===== config.mk =====
export PLATFORM = sky130hd
export DESIGN_NAME = hazard_ctrl
export DESIGN_NICKNAME = d
export VERILOG_FILES = /design/src/rtl/cpu_pkg.sv /design/src/rtl/hazard_sat_ctr.sv /design/src/rtl/hazard_ctrl.sv
export SDC_FILE = /design/constraint.sdc
export NUM_CORES = 1
export LEC_CHECK = 0
export ABC_AREA = 1
export BUFFER_PORTS_ARGS = -buffer_cell sky130_fd_sc_hd__buf_2
export CORE_AREA = 2 2 39 41
export DETAILED_ROUTE_END_ITERATION = 8
export DIE_AREA = 0 0 41 43
export SYNTH_ARGS = -nofsm -noshare
export SYNTH_HDL_FRONTEND = slang
export SYNTH_SLANG_ARGS = --single-unit

===== constraint.sdc =====
create_clock -name clk -period 0.8 [get_ports clk]
set_input_delay 0.04 -clock clk [delete_from_list [all_inputs] [get_ports clk]]
set_output_delay 0.04 -clock clk [all_outputs]
set_load 0.01 [all_outputs]

===== src/rtl/cpu_pkg.sv =====
// Shared definitions for the 10-bit CPU pipeline: hazard FSM state encoding,
// jump-select constants and the default register-address width.
package cpu_pkg;

    typedef enum logic [1:0] {
        S_RUN   = 2'd0,
        S_STALL = 2'd1,
        S_FLUSH = 2'd2
    } state_e;

    localparam logic [1:0] JSEL_NONE      = 2'b00;
    localparam int         REG_AW_DEFAULT = 3;

    // Larger of two integers; used to size the shared stall/flush counter.
    function automatic int max_int(input int a, input int b);
        return (a > b) ? a : b;
    endfunction

endpackage


===== src/rtl/hazard_sat_ctr.sv =====
// 16-bit event counter that saturates at all-ones and clears synchronously.
module hazard_sat_ctr (
    input  logic        clk_i,
    input  logic        clr_i,
    input  logic        inc_i,
    output logic [15:0] count_o
);

    logic [15:0] count_q;
    logic [15:0] count_d;

    // Next count: hold at the ceiling instead of wrapping.
    always_comb begin
        count_d = count_q;
        if (inc_i && (count_q != 16'hFFFF)) begin
            count_d = count_q + 16'd1;
        end else begin
            count_d = count_q;
        end
    end

    // Count register with synchronous clear.
    always_ff @(posedge clk_i) begin
        if (clr_i) begin
            count_q <= 16'h0000;
        end else begin
            count_q <= count_d;
        end
    end

    assign count_o = count_q;

endmodule


===== src/rtl/hazard_ctrl.sv =====
// Load-use / jump hazard controller with multi-cycle stall and flush sequencing.
// Optional macro HAZARD_CTRL_STATS_EN adds saturating stall/flush cycle counters.
module hazard_ctrl
    import cpu_pkg::*;
#(
    parameter int REG_AW       = REG_AW_DEFAULT,
    parameter int STALL_CYCLES = 1,
    parameter int FLUSH_CYCLES = 1
) (
    input  logic              clk,
    input  logic              rst,
    input  logic [REG_AW-1:0] id_rs1,
    input  logic [REG_AW-1:0] id_rs2,
    input  logic              id_rs1_used,
    input  logic              id_rs2_used,
    input  logic [REG_AW-1:0] ex_rd,
    input  logic              ex_reg_write,
    input  logic              ex_mem_read,
    input  logic [1:0]        ex_jsel,
    output logic              hazard_sw,
    output logic              pc_write_en,
    output logic              ifid_write_en,
    output logic              ifid_flush,
    output logic              busy
`ifdef HAZARD_CTRL_STATS_EN
    ,
    output logic [15:0]       stall_count,
    output logic [15:0]       flush_count
`endif
);

    localparam int CNT_MAX = max_int(STALL_CYCLES, FLUSH_CYCLES);
    localparam int CNT_W   = (CNT_MAX < 1) ? 1 : $clog2(CNT_MAX + 1);

    localparam logic [CNT_W-1:0] CNT_ZERO   = CNT_W'(0);
    localparam logic [CNT_W-1:0] CNT_ONE    = CNT_W'(1);
    localparam logic [CNT_W-1:0] STALL_LOAD = CNT_W'(STALL_CYCLES - 1);
    localparam logic [CNT_W-1:0] FLUSH_LOAD = CNT_W'(FLUSH_CYCLES - 1);

    state_e           state_q;
    state_e           state_d;
    logic [CNT_W-1:0] cnt_q;
    logic [CNT_W-1:0] cnt_d;
    logic             lu_s;
    logic             jmp_s;

    // Hazard detection from the ID and EX stage fields; register 0 is ordinary.
    always_comb begin
        lu_s  = ex_mem_read & ex_reg_write &
                ((id_rs1_used & (id_rs1 == ex_rd)) |
                 (id_rs2_used & (id_rs2 == ex_rd)));
        jmp_s = (ex_jsel != JSEL_NONE);
    end

    // Mealy in S_RUN so a hazard acts in the cycle it is seen; the sequencing
    // states ignore detection, including on their final (cnt==1) cycle.
    always_comb begin
        hazard_sw     = 1'b0;
        pc_write_en   = 1'b1;
        ifid_write_en = 1'b1;
        ifid_flush    = 1'b0;
        state_d       = state_q;
        cnt_d         = cnt_q;
        if (rst) begin
            hazard_sw     = 1'b1;
            pc_write_en   = 1'b0;
            ifid_write_en = 1'b0;
            ifid_flush    = 1'b1;
            state_d       = S_RUN;
            cnt_d         = CNT_ZERO;
        end else begin
            case (state_q)
                S_RUN: begin
                    if (jmp_s) begin
                        hazard_sw  = 1'b1;
                        ifid_flush = 1'b1;
                        if (FLUSH_CYCLES > 1) begin
                            state_d = S_FLUSH;
                            cnt_d   = FLUSH_LOAD;
                        end else begin
                            state_d = S_RUN;
                            cnt_d   = CNT_ZERO;
                        end
                    end else if (lu_s) begin
                        hazard_sw     = 1'b1;
                        pc_write_en   = 1'b0;
                        ifid_write_en = 1'b0;
                        if (STALL_CYCLES > 1) begin
                            state_d = S_STALL;
                            cnt_d   = STALL_LOAD;
                        end else begin
                            state_d = S_RUN;
                            cnt_d   = CNT_ZERO;
                        end
                    end else begin
                        state_d = S_RUN;
                        cnt_d   = CNT_ZERO;
                    end
                end
                S_STALL: begin
                    hazard_sw     = 1'b1;
                    pc_write_en   = 1'b0;
                    ifid_write_en = 1'b0;
                    if (cnt_q <= CNT_ONE) begin
                        state_d = S_RUN;
                        cnt_d   = CNT_ZERO;
                    end else begin
                        state_d = S_STALL;
                        cnt_d   = cnt_q - CNT_ONE;
                    end
                end
                S_FLUSH: begin
                    hazard_sw  = 1'b1;
                    ifid_flush = 1'b1;
                    if (cnt_q <= CNT_ONE) begin
                        state_d = S_RUN;
                        cnt_d   = CNT_ZERO;
                    end else begin
                        state_d = S_FLUSH;
                        cnt_d   = cnt_q - CNT_ONE;
                    end
                end
                default: begin
                    state_d = S_RUN;
                    cnt_d   = CNT_ZERO;
                end
            endcase
        end
    end

    // State and counter registers, synchronously reset to an idle pipeline.
    always_ff @(posedge clk) begin
        if (rst) begin
            state_q <= S_RUN;
            cnt_q   <= CNT_ZERO;
        end else begin
            state_q <= state_d;
            cnt_q   <= cnt_d;
        end
    end

    assign busy = ~rst & (state_q != S_RUN);

`ifdef HAZARD_CTRL_STATS_EN
    logic stall_inc_s;
    logic flush_inc_s;

    assign stall_inc_s = ~pc_write_en & ~rst;
    assign flush_inc_s = ifid_flush & ~rst;

    hazard_sat_ctr u_stall_ctr (
        .clk_i   (clk),
        .clr_i   (rst),
        .inc_i   (stall_inc_s),
        .count_o (stall_count)
    );

    hazard_sat_ctr u_flush_ctr (
        .clk_i   (clk),
        .clr_i   (rst),
        .inc_i   (flush_inc_s),
        .count_o (flush_count)
    );
`endif

endmodule

==> impl_results.md <==
- Status: finished with violations
- Failing checks: negative setup slack
- Final setup violation count: 2
- Vias per Instance: 3.57
- Finished Layout Cells: 81
- Storage cell area: 0 um2
- Netlist Area Pre-Place: 189 um2
- Largest net degree at the start of global routing: 5
- Pwr Density: 439 nW/um2
- Hold Crit Class: primary input to output port
- Post-Route Utilization: 0.265
- Peak supply drop: 0.0781 mV
- Post-CTS Setup Bufs: 0
- 1st-pass router iterations: 2
- I/O pin total: 22
- Layout clock buffers: 0
- P&R area growth vs syn: 94.0%
- Layout cell share with drive strength beyond 1: 0.492
- RSZ-0062 raised after global routing: yes
- Worst path max stage delay: 130 ps
- Die width: 41 um
- Total GRT Usage: 0.0569
- Core Footprint: 1380 um2
- Syn Inst Count: 47
- Grt ovf: 0
- Final period util: 1.01
- DRT iter0 DRCs: 1
- Die ar.: 1760 um2
- Final Hold Vio Count: 0
- Drt drc: 0
- Sequential share of the synthesized area: 0
- Max frequency: 1240 MHz
- Synth cell types: 8
- Final min period: 809 ps
- Setup TNS: -17.3 ps
- DIE HEIGHT: 43 um
- PnR worst setup slack: -8.95 ps
- N_diodes: 0
- Syn Nets: 64
- GPL Wtd Cong: 0.629
- Slew Viols, Final: 0
- Routed WL: 509 um
- Drt wl/cell: 6.28 um
- Port Buffers: 20
- Slowest CP cell: buf_2
- Antenna-violating nets left: 0
- CP endpoint kind: output port
- Most used cell, CP: nand2_1
- CTS Hold Bufs: 0
- First-pass GRT wire length: 772 um
- Post-DP HPWL: 423 um
- CP max FO: 2
- Row cnt: 14
- Worst setup SP type: primary input
- Final net count: 84
- Syn_area_per_cell: 4.02 um2
- Pleak: 0.236 nW
- Filler cells: 166
- Warnings, synthesis: 0
- Max-Cap Viols: 0
- Worst EP required: 760 ps
- Seq_cells: 0
- Area of the multi-input gates: 144 um2
- Initial Util: 0.137
- Critical path cell sequence: buf_2, inv_1, nand2_1, nand2_1, nor2_1, nand2_1, nand2_2, nand3_2, nand2_1, inv_1, buf_2
- Placed insts: 81
- CP Class: primary input to output port
- Vias after detailed routing: 289
- Arrival time at the worst endpoint: 770 ps
- Vias in the first global route: 230
- Initial antenna violation count: 0
layer usage:
layer	up-vias	part of all wire	global-route usage
li1	164	-	-
met1	113	0.39	0.0633
met2	12	0.51	0.116
met3	0	0.10	0
met4	0	0	0
met5	-	0	0
cell usage in the layout (no fill, tap or decap):
cell / Yosys / final
nand2_1: 23 / 19
buf_8: 0 / 2
inv_1: 10 / 6
nor2_2: 1 / 1
inv_2: 2 / 6
buf_2: 0 / 12
conb_1: 1 / 1
nand2_2: 0 / 4
nor2_1: 6 / 6
nand3_2: 0 / 1
nand3_1: 2 / 1
buf_6: 0 / 6
cells by family after synthesis:
logic type,synth area share
simple gates,0.662
buf+inv,0.318
other cells,0.0198
final cells by class:
class / instances / area share
multi-input cells: 33 / 0.392
inverters: 12 / 0.123
repair buffers: 20 / 0.430
well taps: 16 / 0.0546
worst max-delay path: cells and delay by family:
kind / cells / cell delay, ps
simple gates: 7 / 440
buf+inv: 4 / 290
repair_timing:
action	4_1_cts	5_1_grt
pin swaps	10	10
setup endpoints to repair	3	3
gates cloned	0	0
gates resized for setup	14	5
power by group:
group,switching (mW),internal (mW)
Sequential,0,0
Combinational,0.0717,0.0894
Clock,0,0
worst paths after layout:
path / startpoint / endpoint / slack [ps] / cells after the start
setup / recovery: id_rs1[2] / ifid_write_en / -9 / 11
hold / removal: ex_jsel[0] / ifid_flush / 370 / 4
cells in the mapped netlist:
| library cell | n | share of area |
|---|---|---|
| buf_4 | 2 | 0.079 |
| nor2_2 | 1 | 0.033 |
| conb_1 | 1 | 0.020 |
| nor2_1 | 6 | 0.12 |
| nand3_1 | 2 | 0.053 |
| inv_2 | 2 | 0.040 |
| nand2_1 | 23 | 0.46 |
| inv_1 | 10 | 0.20 |
per-stage QoR:
stage / total power, mW / hold slack (ps) / area [um2] / setup slack [ps]
after floorplan: 0.0696 / 191 / 189 / 99.1
after global placement: 0.121 / 359 / 294 / -58.0
after detailed placement: 0.124 / 360 / 294 / -66.7
after CTS: 0.153 / 368 / 348 / -21.7
after global routing: 0.182 / 391 / 367 / -98.4
final: 0.161 / 365 / 367 / -8.95
No activity file was read; power rests on OpenSTA's default activity.
